File: src/rtl/clkgen_pkg.sv
// clkgen_pkg: shared constants and helpers for the multi-channel clock generator
package clkgen_pkg;
  localparam int CNT_W_DEF = 8;
  localparam int DIV_DISABLED = 0;
  localparam int CH_IDX_W = 3;
  function automatic int clog2(input int v);
    int r = 0;
    while ((1 << r) < v) r++;
    return r;
  endfunction
endpackage

File: src/rtl/clk_div_channel.sv
// clk_div_channel: one divider channel with shadowed divisor applied at period boundaries
module clk_div_channel
  import clkgen_pkg::*;
#(
  parameter int W = CNT_W_DEF
) (
  input  logic         refclk,
  input  logic         rst,
  input  logic [W-1:0] def_div_i,
  input  logic         wr_i,
  input  logic [W-1:0] wr_div_i,
  output logic         pending_o,
  output logic         ce_o,
  output logic         clk_o,
  output logic         div_nz_o
);
  logic [W-1:0] cnt_q, cnt_d, div_q, div_d, shadow_q, shadow_d;
  logic pend_q, pend_d, ce_q, ce_d, clk_q, clk_d, off, wrap, apply;
  // next state: a disabled channel treats every edge as a boundary so updates land immediately
  always_comb begin
    off = div_q == W'(DIV_DISABLED);
    wrap = off || cnt_q == div_q - W'(1);
    apply = pend_q && wrap;
    div_d = apply ? shadow_q : div_q;
    cnt_d = wrap ? '0 : cnt_q + W'(1);
    ce_d = div_d != W'(DIV_DISABLED) && cnt_d == div_d - W'(1);
    clk_d = cnt_d < (div_d >> 1);
    pend_d = !apply && (pend_q || wr_i);
    shadow_d = wr_i ? wr_div_i : shadow_q;
  end
  // state registers; outputs decode the post-edge count so they carry no extra latency
  always_ff @(posedge refclk) begin
    if (rst) begin
      cnt_q <= '0;
      div_q <= def_div_i;
      shadow_q <= '0;
      pend_q <= 1'b0;
      ce_q <= 1'b0;
      clk_q <= 1'b0;
    end else begin
      cnt_q <= cnt_d;
      div_q <= div_d;
      shadow_q <= shadow_d;
      pend_q <= pend_d;
      ce_q <= ce_d;
      clk_q <= clk_d;
    end
  end
  assign pending_o = pend_q;
  assign ce_o = ce_q;
  assign clk_o = clk_q;
  assign div_nz_o = !off;
endmodule

File: src/rtl/clk_gen_multi.sv
// clk_gen_multi: multi-channel clock-enable/divided-clock generator with lock indication
module clk_gen_multi
  import clkgen_pkg::*;
#(
  parameter int NUM_CH = 2,
  parameter int CNT_W = CNT_W_DEF,
  parameter int LOCK_CYCLES = 8,
  parameter logic [NUM_CH*CNT_W-1:0] DEFAULT_DIVS = {8'd1, 8'd2}
) (
  input  logic                refclk,
  input  logic                rst,
  input  logic                cfg_wr,
  input  logic [CH_IDX_W-1:0] cfg_ch,
  input  logic [CNT_W-1:0]    cfg_div,
  output logic                cfg_ready,
  output logic [NUM_CH-1:0]   ce_o,
  output logic [NUM_CH-1:0]   clk_o,
  output logic [NUM_CH-1:0]   ch_locked,
  output logic                locked
);
  localparam int LK_W = clog2(LOCK_CYCLES + 1);
  logic [NUM_CH-1:0] pend, nz, wr, chl_q, chl_d;
  logic [LK_W-1:0] lk_q, lk_d;
  logic glock, locked_q, locked_d;
  for (genvar i = 0; i < NUM_CH; i++) begin : g_ch
    clk_div_channel #(.W(CNT_W)) u_ch (
      .refclk(refclk),
      .rst(rst),
      .def_div_i(DEFAULT_DIVS[i*CNT_W +: CNT_W]),
      .wr_i(wr[i]),
      .wr_div_i(cfg_div),
      .pending_o(pend[i]),
      .ce_o(ce_o[i]),
      .clk_o(clk_o[i]),
      .div_nz_o(nz[i])
    );
  end
  // channel decode: out-of-range targets are always ready and their writes go nowhere
  always_comb begin
    cfg_ready = 1'b1;
    wr = '0;
    for (int k = 0; k < NUM_CH; k++)
      if (cfg_ch == CH_IDX_W'(k)) begin
        cfg_ready = !pend[k];
        wr[k] = cfg_wr && !pend[k];
      end
    glock = lk_q == LK_W'(LOCK_CYCLES);
    lk_d = glock ? lk_q : lk_q + LK_W'(1);
    chl_d = {NUM_CH{glock}} & ~pend & nz;
    locked_d = glock && !(|pend);
  end
  // lock counter saturates; lock flags are registered from current pending state
  always_ff @(posedge refclk) begin
    if (rst) begin
      lk_q <= '0;
      chl_q <= '0;
      locked_q <= 1'b0;
    end else begin
      lk_q <= lk_d;
      chl_q <= chl_d;
      locked_q <= locked_d;
    end
  end
  assign ch_locked = chl_q;
  assign locked = locked_q;
endmodule
File: config.mk
export PLATFORM = sky130hd
export DESIGN_NAME = clk_gen_multi
export DESIGN_NICKNAME = d
export VERILOG_FILES = /design/src/rtl/clkgen_pkg.sv /design/src/rtl/clk_div_channel.sv /design/src/rtl/clk_gen_multi.sv
export SDC_FILE = /design/constraint.sdc
export NUM_CORES = 1
export LEC_CHECK = 0
export CAP_MARGIN = 10
export CORE_ASPECT_RATIO = 1.25
export CORE_MARGIN = 3
export CORE_UTILIZATION = 55
export CTS_CLUSTER_DIAMETER = 100
export DETAILED_ROUTE_END_ITERATION = 7
export PLACE_DENSITY = 0.74
export SLEW_MARGIN = 20
export SYNTH_ARGS = -nofsm -noshare
export SYNTH_HDL_FRONTEND = slang
export SYNTH_SLANG_ARGS = --single-unit
File: constraint.sdc
create_clock -name refclk -period 8 [get_ports refclk]
set_input_delay 1.6 -clock refclk [delete_from_list [all_inputs] [get_ports refclk]]
set_output_delay 1.6 -clock refclk [all_outputs]
set_load 0.1 [all_outputs]
==> results by group <==
Status
  – Result of the run: complete, no violations

Worst setup path
  – Crit end category: primary output
  – Max FO, Critical Path: 4
  – Reg-to-reg endpoint: g_ch[0].u_ch.ce_o$_SDFF_PP0_
  – Worst path slowest cell: clkdlybuf4s50_1
  – Critical path data arrival time: roughly 3.4 ns
  – Start-to-end type of the worst setup path: in2out
  – Last element of the critical path: cfg_ready
  – Required time at the endpoint of the critical path: between 6 and 7 ns
  – Setup crit start: cfg_ch[0]
  – Reg-to-reg startpoint: g_ch[0].u_ch.div_q[2]$_SDFF_PP0_
  – Logic depth of the worst register-to-register path: 12
  – Nature of the critical path startpoint: input port
  – Biggest cell delay along the critical path: between 1 and 1.5 ns
  – R2r setup slk: between 3 and 4 ns
  – List of cells traversed by the critical path: clkdlybuf4s50_1, nand2_1, o21ai_0, nand2_1, clkdlybuf4s50_1

Clock tree
  – CTS hold repair buffers: 0
  – CTS resizes: 0
  – Clock transition at the register clock pins on the worst setup and hold paths after CTS: around 0.080 ns
  – TritonCTS Buffers: 9
  – Deepest clock path buffer count: 2
  – Clk Latency, worst-skew pair: approximately 0.35 ns
  – CTS tree: done
  – Buffer count from post-CTS setup fixing: 0
  – CTS root buffer: clkbuf_8
  – Clock sink count: between 60 and 70
  – H-tree depth: 3

STA
  – Clock skew after layout: ~0.011 ns
  – Final worst path period share: between 60% and 70%
  – Min cycle time layout: 5.03 ns
  – Worst slew margin: 26.4%
  – Final total negative setup slack: 0 ns
  – Worst slew pin tran: 1.09 ns
  – Final worst hold slack: about 0.52 ns
  – Setup repair after global routing missed its margin: false
  – Setup-failing EPs final: 0
  – Number of slew-limit violations in the final report: 0
  – Achievable frequency: 199 MHz
  – Number of endpoints with negative hold slack in the final report: 0
  – Least setup slack across all paths after layout: between 2 and 3 ns

Yosys
  – Biggest area consumer among synthesized cells: dfxtp_1
  – Top cells by area, synth: dfxtp_1 29%, mux2i_1 6.9%, ha_1 6.6%
  – Yosys warning total: 0
  – Post-synth EDFFs: 0
  – Syn nets: roughly 530
  – Area fraction of the dominant cell type after synthesis: between 20 and 30%
  – Distinct cell type count after synthesis: between 70 and 80
  – Leading register cell type out of synthesis: dfxtp_1
  – Synth Cell Area: 4180 um^2
  – Post-synthesis average cell area: between 8 and 9 um^2
  – Number of synthesized register bits: between 60 and 70
  – Share of the yosys chip area belonging to registers: roughly 29%
  – Share of flip-flops with an asynchronous set or reset: 0%
  – Synth Instances: 498

Place
  – Global placement routability congestion: approximately 0.9
  – Post-place setup slack: roughly 3.0 ns
  – Detailed placer's ending HPWL: around 7.9 mm
  – Port Buffers: 21
  – # placed instances: slightly below 600

Power and ir drop
  – Design Power: ~880 uW
  – Design internal power: 531 uW
  – Worst voltage drop across the vdd grid: approximately 140 uV
  – Net Sw Frac: around two fifths
  – Switch Pwr: around 340 uW
  – Pwr dens: just under 200 nW/um^2
  – Proportion of power drawn by the clock network: between 20 and 30%
  – Combinational cell fraction of total power: between 30% and 40%
  – Leakage: between 0.0015 and 0.002 uW
  – Register share of total power: approximately two fifths

Drt
  – Total Wirelength: roughly 11 mm
  – Average vias per placed instance: roughly 6.2
  – DRC violation total after the first TritonRoute iteration: between 200 and 250
  – DRT antenna net count: 0
  – DR DRC count: 0
  – Total via count after detailed routing: around 3700
  – Final routed wire length divided by cell count: approximately 18 um
  – DR pass1 iterations: 5

Finish
  – Fraction of layout cells with a size suffix above 1: between 10% and 20%
  – Number of fill cells in the layout: 646
  – Final Instance Count excl. Fillers: 596
  – Most frequent cells in the layout: 67 x nor2_1, 61 x dfxtp_1, 29 x mux2i_1, 26 x nor3_1, 26 x nand2_1
  – Leading cell type in the layout, fill and taps excluded: nor2_1
  – Area of the multi-input gates: around 2800 um^2
  – Area growth from synthesis to final layout: 8.89%
  – Total inserted antenna cells: 0
  – Final layout net count: approximately 540
  – Register cell area after layout: between 1000 and 1500 um^2

Floorplan
  – # rows: 34
  – I/O pin count: 22
  – Die footprint: ~8700 um^2
  – Starting density of the core: 58.1%
  – CORE AREA: 7190 um^2
  – Die outline width: 84.0 um
  – Die extent in y: between 100 and 150 um

Hold path
  – Path class of the lowest-slack min-delay path: reg2reg

Global route
  – Vias in the first global route: around 3600
  – Remaining global-route overflow: 0
  – Global router's overall resource usage: about 25%
  – Antenna violations before repair: 0
  – Global-route wire length before repair: approximately 17 mm
  – Maximum number of pins on one net before global-route repair: between 60 and 70

Run
  – Max-cap viol count: 0
-- per-stage QoR --
step / cell area (um^2) / util, %
floorplan: 4180 / -
global placement: 4370 / 60.8
detailed placement: 4370 / 60.8
CTS: 4550 / 63.3
global route: 4550 / 63.3
finish: 4550 / 63.3
-- synthesized netlist by cell type (2+ instances only) --
cell / count
nor3_1: 26
or4_1: 3
nand2_1: 26
clkbuf_1: 20
buf_4: 4
o221a_2: 2
nor4_1: 5
nor2_1: 67
o211ai_1: 7
a211oi_1: 7
mux2i_1: 29
a31o_2: 2
or3_1: 5
nor4_2: 3
nand3_1: 18
a21boi_0: 3
o21ai_0: 15
o311ai_0: 2
nand4_1: 9
xnor2_1: 23
nor2b_1: 3
a21o_1: 2
a21oi_1: 17
nand2b_1: 8
o2111ai_1: 2
ha_1: 22
and3_1: 4
dfxtp_1: 61
buf_2: 5
o31ai_1: 2
xor2_1: 24
a31oi_1: 2
or2_2: 5
mux2_2: 4
o221ai_1: 2
and2_1: 2
inv_1: 16
-- worst min-delay path by stage --
| stage | start | end | slack, ns | cells after the start |
|---|---|---|---|---|
| floorplan | lk_q[3]$_SDFFE_PP0P_ | lk_q[3]$_SDFFE_PP0P_ | 0.48 | 2 |
| global placement | lk_q[3]$_SDFFE_PP0P_ | lk_q[3]$_SDFFE_PP0P_ | 0.50 | 2 |
| detailed placement | lk_q[3]$_SDFFE_PP0P_ | lk_q[3]$_SDFFE_PP0P_ | 0.50 | 2 |
| CTS | lk_q[3]$_SDFFE_PP0P_ | lk_q[3]$_SDFFE_PP0P_ | 0.53 | 2 |
| global route | lk_q[3]$_SDFFE_PP0P_ | lk_q[3]$_SDFFE_PP0P_ | 0.56 | 2 |
| finish | lk_q[3]$_SDFFE_PP0P_ | lk_q[3]$_SDFFE_PP0P_ | 0.52 | 2 |
-- cells by family (layout without fill, tap and decap cells) --
kind of cell / count (synthesis) / after routing / synth area share [%]
AO/OA/AOI/OAI: 90 / 90 / 16.6
XOR/XNOR: 48 / 48 / 10.2
adder cells (fa/ha/maj): 22 / 22 / 6.59
buffers and inverters: 47 / 55 / 4.73
flip-flops: 61 / 61 / 29.2
multiplexers: 34 / 34 / 8.29
AND/OR/NAND/NOR: 196 / 196 / 24.3
-- registers in the layout, indices dropped and copies added (netlist names) --
name	cells
locked	1
lk_q	4
g_ch.u_ch.cnt_q	16
g_ch.u_ch.ce_o	2
g_ch.u_ch.pending_o	2
g_ch.u_ch.div_q	16
g_ch.u_ch.clk_o	2
g_ch.u_ch.shadow_q	16
ch_locked	2
-- final cells by class --
cell class	instances	share of cell area, %
Inverter	17	1.40
Timing Repair Buffer	22	4.67
Tap cell	90	2.47
Multi-Input combinational cell	390	60.7
Clock buffer	9	2.72
Clock inverter	7	1.24
Sequential cell	61	26.8
-- routing by layer --
| metal | wire, um | track usage (%) | share of wire, % |
|---|---|---|---|
| met1 | 4180 | 26.6 | 40 |
| met5 | 0 | 0 | 0 |
| met3 | 452 | 5.86 | 4.3 |
| met2 | 5430 | 46.1 | 51 |
| met4 | 491 | 15.3 | 4.6 |
-- critical path, delay by kind of cell --
family | cells | cell delay [ns]
buf+inv | 2 | 1.58
simple gates | 2 | 0.16
compound gates | 1 | 0.08
-- power groups by stage --
stage	clock (uW)	sequential, uW	combinational (uW)
after floorplan	0	336	235
after global routing	277	342	304
final	257	339	279
after CTS	263	339	278
after detailed placement	0	346	276
after global placement	0	346	274
No activity file was read; power rests on OpenSTA's default activity.
